==> config.mk <==
export PLATFORM = sky130hd
export DESIGN_NAME = prio_encoder_seq
export DESIGN_NICKNAME = d
export VERILOG_FILES = /design/src/rtl/prio_enc_pkg.sv /design/src/rtl/prio_pick.sv /design/src/rtl/prio_encoder_seq.sv
export SDC_FILE = /design/constraint.sdc
export NUM_CORES = 1
export LEC_CHECK = 0
export ABC_AREA = 1
export BUFFER_PORTS_ARGS = -buffer_cell sky130_fd_sc_hd__buf_2
export CORE_ASPECT_RATIO = 0.9
export CORE_MARGIN = 2
export CORE_UTILIZATION = 30
export CTS_BUF_LIST = sky130_fd_sc_hd__clkbuf_8
export DETAILED_ROUTE_END_ITERATION = 10
export PLACE_DENSITY = 0.47
export SYNTH_ARGS = -nofsm -noshare
export SYNTH_HDL_FRONTEND = slang
export SYNTH_SLANG_ARGS = --single-unit
==> constraint.sdc <==
create_clock -name clk -period 2.6 [get_ports clk]
set_clock_uncertainty 0.1 [all_clocks]
set_input_delay 0.26 -clock clk [delete_from_list [all_inputs] [get_ports clk]]
set_output_delay 0.26 -clock clk [all_outputs]
set_load 0.05 [all_outputs]
==> src/rtl/prio_enc_pkg.sv <==
// Shared types and helpers for the sequential priority encoder.
// The optional count output is enabled by defining PRIO_ENC_COUNT_EN.
package prio_enc_pkg;

    typedef enum logic {
        IDLE  = 1'b0,
        DRAIN = 1'b1
    } state_e;

    // Never returns 0, so a zero-width index bus cannot arise.
    function automatic int clog2_safe(input int n);
        return (n <= 2) ? 1 : $clog2(n);
    endfunction

    function automatic int popcount(input logic [63:0] v);
        int c = 0;
        for (int i = 0; i < 64; i++) begin
            c += int'(v[i]);
        end
        return c;
    endfunction

endpackage

==> src/rtl/prio_pick.sv <==
// Combinational lowest- or highest-set-bit finder over an N-bit vector.
module prio_pick
    import prio_enc_pkg::*;
#(
    parameter int N         = 8,
    parameter bit MSB_FIRST = 1'b0,
    localparam int W        = clog2_safe(N)
) (
    input  logic [N-1:0] vec,
    output logic [W-1:0] idx,
    output logic         any
);

    // The last match in scan order wins, so the scan runs away from the winning end.
    always_comb begin
        idx = '0;
        any = |vec;
        if (MSB_FIRST) begin
            for (int i = 0; i < N; i++) begin
                if (vec[i]) idx = W'(i);
            end
        end else begin
            for (int i = N - 1; i >= 0; i--) begin
                if (vec[i]) idx = W'(i);
            end
        end
    end

endmodule

==> src/rtl/prio_encoder_seq.sv <==
// Captures a request vector and serialises its set-bit indices over valid/ready.
// Define PRIO_ENC_COUNT_EN to add the cnt output (popcount of the captured vector).
module prio_encoder_seq
    import prio_enc_pkg::*;
#(
    parameter int N         = 8,
    parameter bit MSB_FIRST = 1'b0,
    localparam int W        = clog2_safe(N)
) (
    input  logic         clk,
    input  logic         rst_n,
    input  logic [N-1:0] in_vec,
    input  logic         en_n,
    input  logic         ready,
    output logic [W-1:0] y,
    output logic         valid,
    output logic         busy,
    output logic         done,
`ifdef PRIO_ENC_COUNT_EN
    output logic [W:0]   cnt,
`endif
    output logic         none
);

    localparam logic [N-1:0] ONE = {{(N-1){1'b0}}, 1'b1};

    state_e       state_q, state_d;
    logic [N-1:0] mask_q, mask_d;
    logic [W-1:0] y_q, y_d;
    logic         valid_q, valid_d;
    logic         busy_q, busy_d;
    logic         done_q, done_d;
    logic         none_q, none_d;

    logic         accept;
    logic [N-1:0] mask_clr;
    logic [N-1:0] pick_vec;
    logic [W-1:0] pick_idx;
    logic         pick_any;

    // y_q always names a set bit of mask_q while draining, so clearing it
    // and picking from the remainder gives the next index with no bubble.
    assign accept   = valid_q & ready;
    assign mask_clr = accept ? (mask_q & ~(ONE << y_q)) : mask_q;
    assign pick_vec = (state_q == IDLE) ? in_vec : mask_clr;

    prio_pick #(
        .N         (N),
        .MSB_FIRST (MSB_FIRST)
    ) u_pick (
        .vec (pick_vec),
        .idx (pick_idx),
        .any (pick_any)
    );

`ifdef PRIO_ENC_COUNT_EN
    logic [W:0] cnt_q, cnt_d;

    always_comb begin
        cnt_d = cnt_q;
        if (state_q == IDLE && !en_n) begin
            cnt_d = (W+1)'(popcount(64'(in_vec)));
        end
    end

    always_ff @(posedge clk or negedge rst_n) begin
        if (!rst_n) cnt_q <= '0;
        else        cnt_q <= cnt_d;
    end

    assign cnt = cnt_q;
`endif

    always_comb begin
        state_d = state_q;
        mask_d  = mask_q;
        y_d     = y_q;
        valid_d = valid_q;
        busy_d  = busy_q;
        done_d  = 1'b0;
        none_d  = 1'b0;
        case (state_q)
            IDLE: begin
                if (!en_n) begin
                    if (pick_any) begin
                        state_d = DRAIN;
                        mask_d  = in_vec;
                        y_d     = pick_idx;
                        valid_d = 1'b1;
                        busy_d  = 1'b1;
                    end else begin
                        none_d = 1'b1;
                    end
                end
            end
            DRAIN: begin
                if (accept) begin
                    mask_d = mask_clr;
                    if (pick_any) begin
                        y_d = pick_idx;
                    end else begin
                        state_d = IDLE;
                        y_d     = '0;
                        valid_d = 1'b0;
                        busy_d  = 1'b0;
                        done_d  = 1'b1;
                    end
                end
            end
            default: begin
                state_d = IDLE;
                mask_d  = '0;
                y_d     = '0;
                valid_d = 1'b0;
                busy_d  = 1'b0;
            end
        endcase
    end

    always_ff @(posedge clk or negedge rst_n) begin
        if (!rst_n) begin
            state_q <= IDLE;
            mask_q  <= '0;
            y_q     <= '0;
            valid_q <= 1'b0;
            busy_q  <= 1'b0;
            done_q  <= 1'b0;
            none_q  <= 1'b0;
        end else begin
            state_q <= state_d;
            mask_q  <= mask_d;
            y_q     <= y_d;
            valid_q <= valid_d;
            busy_q  <= busy_d;
            done_q  <= done_d;
            none_q  <= none_d;
        end
    end

    assign y     = y_q;
    assign valid = valid_q;
    assign busy  = busy_q;
    assign done  = done_q;
    assign none  = none_q;

endmodule

Word level (Yosys, flattened, before mapping)
Index checks and enable logic that the tools add are counted.
{"block": "op_classes", "n_mux": 33, "shift": 1, "bitwise_logic": 4, "eq_ne": 4, "reduce_logical": 3}
{"cell": "two-way mux 8 bit", "n": 5}
{"cell": "two-way mux 3 bit", "n": 12}
{"cell": "one-hot mux 8 bit (2 select lines)", "n": 1}
{"cell": "two-way mux 1 bit", "n": 12}
{"cell": "AND 8 bit", "n": 1}
{"cell": "inverter 8 bit", "n": 1}
{"cell": "OR reduction 8 bit", "n": 1}
{"cell": "left shift 1 x 3 -> 8 bit, first input constant", "n": 1}
{"cell": "inequality test 2 bit, second input constant", "n": 3}
{"cell": "one-hot mux 3 bit (2 select lines)", "n": 1}
{"cell": "one-hot mux 1 bit (2 select lines)", "n": 2}
{"cell": "AND reduction 4 bit", "n": 1}
{"cell": "AND reduction 3 bit", "n": 1}
{"cell": "inequality test 2 x 1 -> 1 bit, second input constant", "n": 1}
{"cell": "AND 1 bit", "n": 1}
{"cell": "inverter 1 bit", "n": 1}
{"block": "totals", "reg_bits": 15}

Depth between registers and ports, before layout
Gate-level depths: netlist of the first run.
{"block": "depth", "word_depth": 16, "mapped_depth": 13, "ltp_nobuf": 13}

Hierarchy
From an unflattened synthesis of the first run, not the netlist that was laid out.
{"block": "unflattened", "cells_unflattened": 145, "hier_area_um2": 938.4}
{"mod": "prio_encoder_seq", "cells_per_inst": 123, "seq_area_each_um2": 375.4, "area_per_inst_um2": 839.6, "instances": 1}
{"mod": "prio_pick", "cells_per_inst": 22, "seq_area_each_um2": 0.0, "area_per_inst_um2": 98.8, "instances": 1}

Worst setup path before layout of the first run
Ideal clock, no wire load.
{"block": "synth_path", "path_type": "register to register", "startpoint": "register, netlist name busy", "endpoint": "register y_q[0], in the netlist y[0]", "path_buffers": 1, "required_time_ns": 2.434, "stages_incl_launch_ff": 12, "arrival_time_ns": 1.836, "setup_slack_ns": 0.598, "setup_ns": 0.066, "path_cell_list": "dfrtp_1 -> nand3_2 -> o21bai_1 -> nand2_1 -> nor2_1 -> nand2_2 -> nor2_4 -> nand2_2 -> nand2_4 -> buf_8 -> nand2_1 -> nand2_1"}
{"element": "end signal: assignment", "line": "prio_encoder_seq.sv:132", "text": "y_q <= y_d;"}
{"element": "end: declaration", "line": "prio_encoder_seq.sv:29", "text": "logic [W-1:0] y_q, y_d;"}

Final worst setup path of the first run
{"block": "layout_path", "startpoint": "register state_q", "endpoint": "register mask_q[1]"}
{"block": "layout_between", "elab_chain_len": 4, "elab_cells_between_ends": 8, "cone_classes": "3 x eq/ne; 2 x mux; 1 x bitwise; 2 x reduce/logical"}
{"element": "start: declaration", "line": "prio_encoder_seq.sv:27", "text": "state_e state_q, state_d;"}
{"element": "start signal: assignment", "line": "prio_encoder_seq.sv:130", "text": "state_q <= state_d;"}
{"element": "two-way mux 8 bit", "line": "prio_encoder_seq.sv:45", "text": "assign pick_vec = (state_q == IDLE) ? in_vec : mask_clr;"}
{"element": "OR reduction 8 bit", "line": "prio_pick.sv:17", "text": "any = |vec;"}
{"element": "inequality test 2 bit (no line)"}
{"element": "AND reduction 3 bit (no line)"}
{"element": "end signal: assignment", "line": "prio_encoder_seq.sv:131", "text": "mask_q <= mask_d;"}
{"element": "end: declaration", "line": "prio_encoder_seq.sv:28", "text": "logic [N-1:0] mask_q, mask_d;"}
Parallel ways exist; a longest one is shown, timed or not.
A chain may end at the register's enable or synchronous reset.

==> results of run 1 <==
-- logic make-up (layout without fill, tap and decap cells) --
group / count (synthesis) / after routing / synth area share
DFF: 15 / 15 / 0.405
AOI/OAI and AO/OA: 19 / 19 / 0.111
and+or+nand+nor: 80 / 80 / 0.386
buffers and inverters: 19 / 38 / 0.0985
-- worst reg2reg max path, cell delays in order, from the launching register on --
cell	delay (ns)
dfrtp_1	0.58
inv_2	0.20
nand2_1	0.09
o21ai_1	0.12
nor2_1	0.14
nand2_2	0.10
nor2_4	0.14
nand2_2	0.08
nand2_4	0.18
nand2_1	0.08
o21ai_1	0.08
-- registers in the layout (all words and copies together), names as in the netlist --
register / flops
done: 1
state_q: 1
y: 3
busy: 1
mask_q: 8
none: 1
-- final cells by class --
cell class | instances | area [um2] | share of cell area
tap | 42 | 52.6 | 0.0482
clock inverter | 1 | 3.75 | 0.00344
timing repair buffer | 19 | 100 | 0.0918
inverter | 15 | 56.3 | 0.0517
sequential | 15 | 375 | 0.344
clock buffer | 3 | 41.3 | 0.0379
multi-input combinational | 99 | 460 | 0.423
-- power by group through the flow --
stage	clock, W	combinational [W]	sequential (W)
global placement	0	0.000725	0.000391
detailed placement	0	0.000726	0.000392
global route	0.000206	0.000810	0.000400
floorplan	0	0.000494	0.000490
finish	0.000192	0.000726	0.000387
CTS	0.000196	0.000731	0.000389
-- worst paths after layout --
path,from,end,slack (ns),depth (start not counted)
min in group asynchronous,rst_n,none,0.35,2
min,en_n,none,0.07,2
min reg2reg,mask_q[7],mask_q[7],0.38,2
max,state_q,mask_q[1],0.64,10
max reg2reg,state_q,mask_q[1],0.64,10
max in group asynchronous,rst_n,mask_q[2],1.79,2
-- layout by cell type, fill, tap and decap left out --
| cell type | instances |
|---|---|
| nand2_1 | 53 |
| buf_2 | 18 |
| dfrtp_1 | 15 |
| inv_1 | 14 |
| nor2_1 | 10 |
| o21ai_1 | 10 |
| nand2_2 | 6 |
| o21ai_0 | 5 |
| nor2_2 | 3 |
| o21bai_1 | 3 |
| nand3_1 | 3 |
| clkbuf_8 | 3 |
| nor2_4 | 2 |
| nand3_2 | 1 |
| clkinv_1 | 1 |
| inv_2 | 1 |
| nand2_4 | 1 |
| a21oi_1 | 1 |
| nand4_1 | 1 |
| dlygate4sd3_1 | 1 |
-- through the flow --
stage,total power [W],setup slack [ns],instances,utilization,hold slack (ns)
2_1_floorplan,0.000984,0.598,133,-,-0.136
3_5_place_dp,0.00112,0.652,189,0.345,0.0954
5_1_grt,0.00142,0.415,194,0.364,0.0829
3_3_place_gp,0.00112,0.695,189,0.345,0.0961
4_1_cts,0.00132,0.628,194,0.364,0.0760
6_report,0.00131,0.639,194,0.364,0.0737
-- per-layer routing --
layer  routed length (um)  part of all wire  global-route usage
met5                    0                 0                   0
met4                   21            0.0094              0.0381
met3                  107             0.048              0.0381
met2                 1030              0.46               0.223
met1                 1080              0.48               0.181
==> metrics.csv, run 1 <==
stage;metric;value;unit
setup_path;crit_fanout;19;
place;gp_congestion;0.839;
power_and_ir_drop;vdd_drop_max;0.472;mV
route;via_count;852;
synthesis;ys_ff_latch;15;
floorplanning;num_io_pins;19;
clock_tree;clk_pin_slew_worst_paths;0.07;ns
clock_tree;insertion_delay;0.25;ns
synthesis;synthCells;133;
route;ant_nets;0;
global_route;grt_start_max_net_pins;20;
power_and_ir_drop;switching_share;0.520;
setup_path;cp_slowest_stage_delay;0.58;ns
hold_path;hold_class;in -> reg;
route;vias_per_cell;4.39;
sta;drv_slew;0;
power_and_ir_drop;p_per_area;1200;nW/um2
setup_path;timing.critical_path.buf_inv;1;
synthesis;synth_top_cell_area_share;0.405;
sta;fin_tns_setup;0;ns
synthesis;ys_warn_count;0;
power_and_ir_drop;p_clk_frac;0.147;
synthesis;yosysMostFrequentCell;nand2_1;
route;wl_per_cell;11.5;um
power_and_ir_drop;pwr-share-comb;0.556;
floorplanning;rows;19;
floorplanning;core-area;3000;um2
clock_tree;ctsHoldBuffers;1;
setup_path;crit_path_cell_trace;inv_2 > nand2_1 > o21ai_1 > nor2_1 > nand2_2 > nor2_4 > nand2_2 > nand2_4 > nand2_1 > o21ai_1;
finish;area.growth.synth_to_final;17.5;%
global_route;antenna_found_initial;0;
place;hpwl;1.72;mm
finish;fillers;345;
route;drtPass1Iterations;4;
global_route;grt_pass1_wl;3.74;mm
sta;fmax;510;MHz
global_route;grt_overflow_total;0;
route;drtIter0Drc;32;
sta;finalCriticalPeriod;1.96;ns
power_and_ir_drop;pwr-share-seq;0.297;
clock_tree;cts_tree;done;
route;drcViolationCount;0;
synthesis;synth_area_leaders;dfrtp_1 40%, nand2_1 21%, o21ai_1 5.4%;
finish;drive_above_1_share;0.230;
flow_run;max_cap_violations;0;
clock_tree;cts_made_buffers;3;
synthesis;async_flop_share;1.00;
clock_tree;htree_levels;1;
finish;fin_area;1090;um2
floorplanning;die_h;56.7;um
global_route;grt_use_total;0.138;
synthesis;synth_edf_count;0;
global_route;grt_pass1_vias;824;
clock_tree;clock-sinks;15;
route;routed_wirelength;2.24;mm
setup_path;critical_path_class;reg -> reg;
synthesis;yosys-top-cells-count;53 x nand2_1, 15 x dfrtp_1, 13 x inv_1;
synthesis;synth_cell_types;20;
sta;max_slew.worst_pin.slew;0.393;ns
clock_tree;post_cts_buffers;0;
setup_path;critPathCaptureType;flop;
synthesis;netlist_area;927;um2
clock_tree;cts_buffer_depth;2;
place;portBuffers;18;
finish;nNetsFinal;165;
synthesis;ys_seq_area_frac;0.405;
power_and_ir_drop;p_switching;0.000679;W
finish;antenna_cells;0;
synthesis;syn_area_per_cell;6.97;um2
sta;slew_headroom;0.738;
clock_tree;clock-root-buffer;clkbuf_8;
run_status;outcome;completed;
synthesis;synth_nets;145;
setup_path;startpoint_type;flop;
setup_path;arrival;2.04;ns
power_and_ir_drop;p_int;0.000628;W
sta;finalSetupViolCount;0;
synthesis;ys.flop_type;dfrtp_1;
floorplanning;die_area;3550;um2
place;place_area;1030;um2
synthesis;yosys.area.top_type;dfrtp_1;
sta;period_share;0.754;
setup_path;critPathTopFamily;simple AND/OR/NAND/NOR gates;
power_and_ir_drop;cellLeakagePower;0.575;nW
floorplanning;initial_core_util;0.310;
clock_tree;ctsResizeCount;0;
setup_path;cp_slowest_cell;dfrtp_1;
setup_path;worstPathRequired;2.68;ns
floorplanning;die_x;62.6;um
sta;hold_viol_final;0;
sta;rsz0062_at_grt;false;
Power figures use the tool's default switching activity.
==> run 2: changes to the inputs <==
PLACE_DENSITY = 0.49   (was 0.47)
clock period = 1.8 ns   (was 2.6 ns; I/O delays follow)
==> run 2 against run 1 <==
  * The run now ends with setup timing left
  * Critical path depth increased by 2
  * Sequential share of layout area decreased by 5.5 points
  * Sequential power increased by 48%
  * Flip-flop and latch count unchanged
  * Die area unchanged
  * Routed wire length increased by 10%
  * Setup slack got worse by 0.65 ns
  * Worst hold slack improved by 0.090 ns
  * Design area increased by 21%
  * Largest power group unchanged
==> metrics.csv, run 2 (synthesis gave the netlist of run 1 again) <==
stage;metric;value;unit;change
run_status;outcome;finished with violations;;was completed
run_status;violations;setup timing;;
setup_path;critPathCaptureType;flop;;unchanged
clock_tree;insertion_delay;0.25;ns;about the same
route;ant_nets;0;;unchanged
sta;hold_viol_final;0;;unchanged
sta;fin_hold_ws;0.164;ns;was 0.0737 ns
power_and_ir_drop;cellLeakagePower;0.674;nW;was 0.575 nW
setup_path;worstPathRequired;1.88;ns;was 2.68 ns
setup_path;cp_slowest_cell;dfrtp_2;;was dfrtp_1
floorplanning;die_x;62.6;um;unchanged
finish;final_common_cell;nand2_1;;unchanged
finish;fillers;309;;was 345
finish;drive_above_1_share;0.408;;was 0.230
clock_tree;htree_levels;1;;unchanged
floorplanning;num_io_pins;19;;unchanged
sta;period_share;1.01;;was 0.754
floorplanning;core-area;3000;um2;unchanged
sta;finalCriticalPeriod;1.81;ns;was 1.96 ns
place;pre_cts_ws;-0.0139;ns;was 0.652 ns
place;gp_congestion;0.865;;was 0.839
setup_path;arrival;1.90;ns;was 2.04 ns
floorplanning;die_h;56.7;um;unchanged
sta;rsz0062_at_grt;true;;was false
power_and_ir_drop;vdd_drop_max;0.803;mV;was 0.472 mV
clock_tree;clock-root-buffer;clkbuf_8;;unchanged
route;drtPass1Iterations;6;;was 4
finish;mostFrequentLayoutCells;49 x nand2_1, 18 x buf_2, 13 x buf_4;;was 53 x nand2_1, 18 x buf_2, 15 x dfrtp_1
setup_path;critical_path_class;reg -> reg;;unchanged
power_and_ir_drop;p_per_area;1710;nW/um2;was 1200 nW/um2
sta;worst_slack;-0.0130;ns;was 0.639 ns
global_route;grt_pass1_vias;870;;was 824
global_route;grt_pass1_wl;3.95;mm;was 3.74 mm
sta;slew_headroom;0.709;;was 0.738
hold_path;hold_class;in -> reg;;unchanged
global_route;grt_use_total;0.145;;was 0.138
power_and_ir_drop;p_total;0.00226;W;was 0.00131 W
route;drtIter0Drc;32;;unchanged
finish;largest_register;mask_q;;unchanged
sta;fmax;552;MHz;was 510 MHz
route;wl_per_cell;11.7;um;was 11.5 um
finish;largest_register_ffs;8;;unchanged
global_route;grt_overflow_total;0;;unchanged
clock_tree;clock-sinks;15;;unchanged
global_route;grt_start_max_net_pins;16;;was 20
floorplanning;rows;19;;unchanged
floorplanning;die_area;3550;um2;unchanged
place;hpwl;1.70;mm;was 1.72 mm
clock_tree;cts_buffer_depth;2;;unchanged
clock_tree;cts_tree;done;;unchanged
finish;antenna_cells;0;;unchanged
flow_run;max_cap_violations;0;;unchanged
place;portBuffers;18;;unchanged
setup_path;crit_path_cell_trace;buf_4 > nor2_4 > nand2_1 > nand3_2 > nand2_2 > nor2_4 > nand2_2 > nor2_4 > nand2_4 > nand2_4 > nand2_1 > o21ai_1;;was inv_2 > nand2_1 > o21ai_1 > nor2_1 > nand2_2 > nor2_4 > nand2_2 > nand2_4 > nand2_1 > o21ai_1
setup_path;startpoint_type;flop;;unchanged
setup_path;crit_fanout;5;;was 19
clock_tree;clk_pin_slew_worst_paths;0.07;ns;about the same
clock_tree;cts_made_buffers;3;;unchanged
route;drcViolationCount;0;;unchanged
finish;nNetsFinal;182;;was 165
sta;fin_tns_setup;-0.0330;ns;was 0 ns
setup_path;path_common_cell;nor2_4;;
setup_path;cp_slowest_stage_delay;0.40;ns;was 0.58 ns
route;vias_per_cell;4.43;;was 4.39
finish;area.growth.synth_to_final;42.0;%;was 17.5%
sta;drv_slew;0;;unchanged
route;routed_wirelength;2.47;mm;was 2.24 mm
sta;finalSetupViolCount;4;;was 0
sta;max_slew.worst_pin.slew;0.435;ns;was 0.393 ns
route;via_count;934;;was 852
global_route;antenna_found_initial;0;;unchanged
floorplanning;initial_core_util;0.310;;unchanged
==> run 2: report_power, final <==
part,switching [W],internal [W]
registers,0.000112,0.000459
logic,0.000896,0.000509
clock network,0.000127,0.000154
==> run 2: worst paths after layout <==
path                                 from         to  slack, ns  cells past startpoint
worst max-delay path                 y[2]  mask_q[4]      -0.01                     12
worst min-delay path                ready       done       0.16                      3
worst max register to register       y[2]  mask_q[4]      -0.01                     12
worst min register to register  mask_q[1]  mask_q[1]       0.40                      2
max in group asynchronous           rst_n       busy       1.04                      2
min in group asynchronous           rst_n  mask_q[0]       0.27                      2
==> run 2: metrics by stage <==
step / utilization / cells / area (um2)
after global routing: 0.439 / 211 / 1320
after floorplan: - / 133 / 932
after detailed placement: 0.370 / 198 / 1110
final: 0.439 / 211 / 1320
after global placement: 0.370 / 198 / 1110
after CTS: 0.400 / 205 / 1200
==> run 2: what timing repair did <==
action	CTS	global route
hold buffers	2	0
gates resized for setup	2	20
pin swaps	3	13
buffers inserted	0	5
endpoints found under the setup margin	11	14
hold endpoints to repair	16	0
gates cloned	1	1
==> run 2: cell type report <==
| type | count | area [um2] | share of cell area |
|---|---|---|---|
| Timing Repair Buffer | 34 | 219 | 0.166 |
| Clock inverter | 1 | 5.00 | 0.00380 |
| Clock buffer | 3 | 41.3 | 0.0314 |
| Sequential cell | 15 | 380 | 0.289 |
| Tap cell | 42 | 52.6 | 0.0399 |
| Multi-Input combinational cell | 101 | 559 | 0.425 |
| Inverter | 15 | 58.8 | 0.0447 |
==> run 2: per-layer routing <==
| layer | vias up | wire, um | GRT usage |
|---|---|---|---|
| li1 | 491 | - | - |
| met1 | 419 | 1230 | 0.195 |
| met2 | 18 | 1080 | 0.212 |
| met3 | 6 | 84 | 0.0240 |
| met4 | 0 | 70 | 0.102 |
| met5 | - | 0 | 0 |
==> run 2: worst max-delay path, delay by kind of cell, from the launching register on <==
family                 cells  cell delay, ns
buffers and inverters      1            0.16
DFF                        1            0.40
and+or+nand+nor           10            0.99
AOI/OAI and AO/OA          1            0.07
==> run 3: changes to the inputs <==
CELL_PAD_IN_SITES_DETAIL_PLACEMENT = 0   (was default)
CELL_PAD_IN_SITES_GLOBAL_PLACEMENT = 1   (was default)
PLACE_DENSITY = 0.65   (was 0.49)
SETUP_SLACK_MARGIN = 0.2   (was default)
==> run 3 against run 2 <==
  * Highest routed layer unchanged
  * First-iteration DRC count is 3.1% higher
  * The run still ends with setup timing left
  * Setup slack got worse by 0.0097 ns
  * Register-to-register slack is essentially flat
  * Critical endpoint is now mask_q[0]
  * Routed wire length rose by 6.8%
==> metrics.csv, run 3 (synthesis gave the netlist of run 1 again) <==
stage;metric;value;unit;change
route;drtPass1Iterations;4;;was 6
setup_path;worstPathRequired;1.88;ns;about the same
place;portBuffers;18;;unchanged
setup_path;arrival;1.91;ns;was 1.90 ns
clock_tree;clock-sinks;15;;unchanged
sta;period_share;1.01;;about the same
place;gp_congestion;0.716;;was 0.865
power_and_ir_drop;p_total;0.00246;W;was 0.00226 W
setup_path;cp_slowest_cell;dfrtp_2;;unchanged
route;ant_nets;0;;unchanged
global_route;antenna_found_initial;0;;unchanged
floorplanning;num_io_pins;19;;unchanged
sta;rsz0062_at_grt;true;;unchanged
sta;worst_slack;-0.0227;ns;was -0.0130 ns
sta;slew_headroom;0.718;;was 0.709
clock_tree;cts_tree;done;;unchanged
route;via_count;983;;was 934
finish;largest_register;mask_q;;unchanged
finish;final_util;0.471;;was 0.439
setup_path;startpoint_type;flop;;unchanged
run_status;violations;setup timing;;unchanged
global_route;grt_pass1_wl;4.31;mm;was 3.95 mm
sta;finalSetupViolCount;9;;was 4
sta;max_slew.worst_pin.slew;0.423;ns;was 0.435 ns
floorplanning;die_x;62.6;um;unchanged
finish;area.growth.synth_to_final;52.2;%;was 42.0%
power_and_ir_drop;p_per_area;1740;nW/um2;was 1710 nW/um2
floorplanning;die_h;56.7;um;unchanged
clock_tree;clk_pin_slew_worst_paths;0.07;ns;about the same
global_route;grt_overflow_total;0;;unchanged
route;drtIter0Drc;33;;was 32
clock_tree;clock-root-buffer;clkbuf_8;;unchanged
setup_path;critPathCaptureType;flop;;unchanged
global_route;grt_start_max_net_pins;16;;unchanged
finish;nNetsFinal;190;;was 182
power_and_ir_drop;cellLeakagePower;0.720;nW;was 0.674 nW
floorplanning;core-area;3000;um2;unchanged
clock_tree;cts_made_buffers;3;;unchanged
setup_path;crit_path_cell_trace;buf_6 > nand2_2 > o21bai_1 > nand2_1 > nor2_2 > nand2_2 > nor2_4 > nand2_4 > nand2_4 > nand2_1 > o21ai_1;;was buf_4 > nor2_4 > nand2_1 > nand3_2 > nand2_2 > nor2_4 > nand2_2 > nor2_4 > nand2_4 > nand2_4 > nand2_1 > o21ai_1
setup_path;crit_fanout;5;;unchanged
sta;drv_slew;0;;unchanged
route;drcViolationCount;0;;unchanged
global_route;grt_use_total;0.158;;was 0.145
floorplanning;rows;19;;unchanged
flow_run;max_cap_violations;0;;unchanged
finish;mostFrequentLayoutCells;45 x nand2_1, 19 x buf_4, 18 x buf_2;;was 49 x nand2_1, 18 x buf_2, 13 x buf_4
global_route;grt_pass1_vias;928;;was 870
finish;largest_register_ffs;8;;unchanged
finish;antenna_cells;0;;unchanged
sta;fin_tns_setup;-0.149;ns;was -0.0330 ns
clock_tree;insertion_delay;0.25;ns;about the same
finish;drive_above_1_share;0.486;;was 0.408
place;place_area;1140;um2;was 1110 um2
power_and_ir_drop;vdd_drop_max;0.791;mV;was 0.803 mV
floorplanning;initial_core_util;0.310;;unchanged
route;vias_per_cell;4.49;;was 4.43
clock_tree;cts_buffer_depth;2;;unchanged
setup_path;critical_path_class;reg -> reg;;unchanged
hold_path;hold_class;in -> reg;;unchanged
sta;fmax;549;MHz;was 552 MHz
route;routed_wirelength;2.63;mm;was 2.47 mm
sta;finalCriticalPeriod;1.82;ns;was 1.81 ns
sta;hold_viol_final;0;;unchanged
floorplanning;die_area;3550;um2;unchanged
route;wl_per_cell;12.0;um;was 11.7 um
clock_tree;htree_levels;1;;unchanged
finish;fin_area;1410;um2;was 1320 um2
setup_path;cp_slowest_stage_delay;0.45;ns;was 0.40 ns
place;hpwl;1.78;mm;was 1.70 mm
finish;final_common_cell;nand2_1;;unchanged
run_status;outcome;finished with violations;;unchanged
[run 3: cell count changes in the layout (fill, tap and decap cells not counted), moves of 2 or more]
cell	delta
nand2_2	+5
nor2_1	-2
o21ai_1	-3
o21ai_2	+3
nor2_4	+2
buf_4	+6
nand2_1	-4
[run 3: final cells by class]
class / count / area (um2)
fillers: 323 / 1580
multi-input cells: 102 / 599
flip-flops and latches: 15 / 382
repair buffers: 41 / 275
inverters: 15 / 56.3
well taps: 42 / 52.6
clock buffers: 3 / 41.3
clock inverters: 1 / 5.00
[run 3: timing repair]
item                                    4_1_cts  5_1_grt
buffers inserted                              6        2
cloned                                        3        0
hold buffers                                  2        0
endpoints found under the setup margin       15       15
endpoints found under the hold margin        16        0
pin swaps                                    12       13
gates resized for setup                      11       23
[run 3: final timing paths]
kind / startpoint / to / slack [ns] / cells past startpoint
hold / removal: in_vec[6] / mask_q[6] / 0.22 / 5
min in group asynchronous: rst_n / busy / 0.26 / 2
hold reg to reg: mask_q[0] / mask_q[0] / 0.40 / 2
setup / recovery: state_q / mask_q[0] / -0.02 / 11
max in group asynchronous: rst_n / state_q / 1.06 / 2
setup reg to reg: state_q / mask_q[0] / -0.02 / 11
[run 3: layer usage]
layer	part of all wire	GRT usage
met5	0	0
met4	0.016	0.0571
met3	0.032	0.0281
met2	0.46	0.253
met1	0.49	0.215
[run 3: report_power, final]
| group | internal, W | switching, W |
|---|---|---|
| registers | 0.000460 | 0.000112 |
| clock network | 0.000153 | 0.000133 |
| logic | 0.000626 | 0.000970 |
[run 3: worst max-delay path: cells and delay by family, from the launching register on]
kind / cells / cell delay, ns
compound gates: 2 / 0.17
buf+inv: 1 / 0.15
flops: 1 / 0.45
simple gates: 8 / 0.89
[run 3: per-stage QoR]
stage / std cells / setup slack, ns / hold WS, ns
after global placement: 202 / -0.0222 / 0.0122
after CTS: 217 / -0.0137 / 0.219
after detailed placement: 202 / -0.0347 / 0.0186
after global routing: 219 / -0.112 / 0.251
final: 219 / -0.0227 / 0.223
after floorplan: 133 / 0.000200 / -0.216
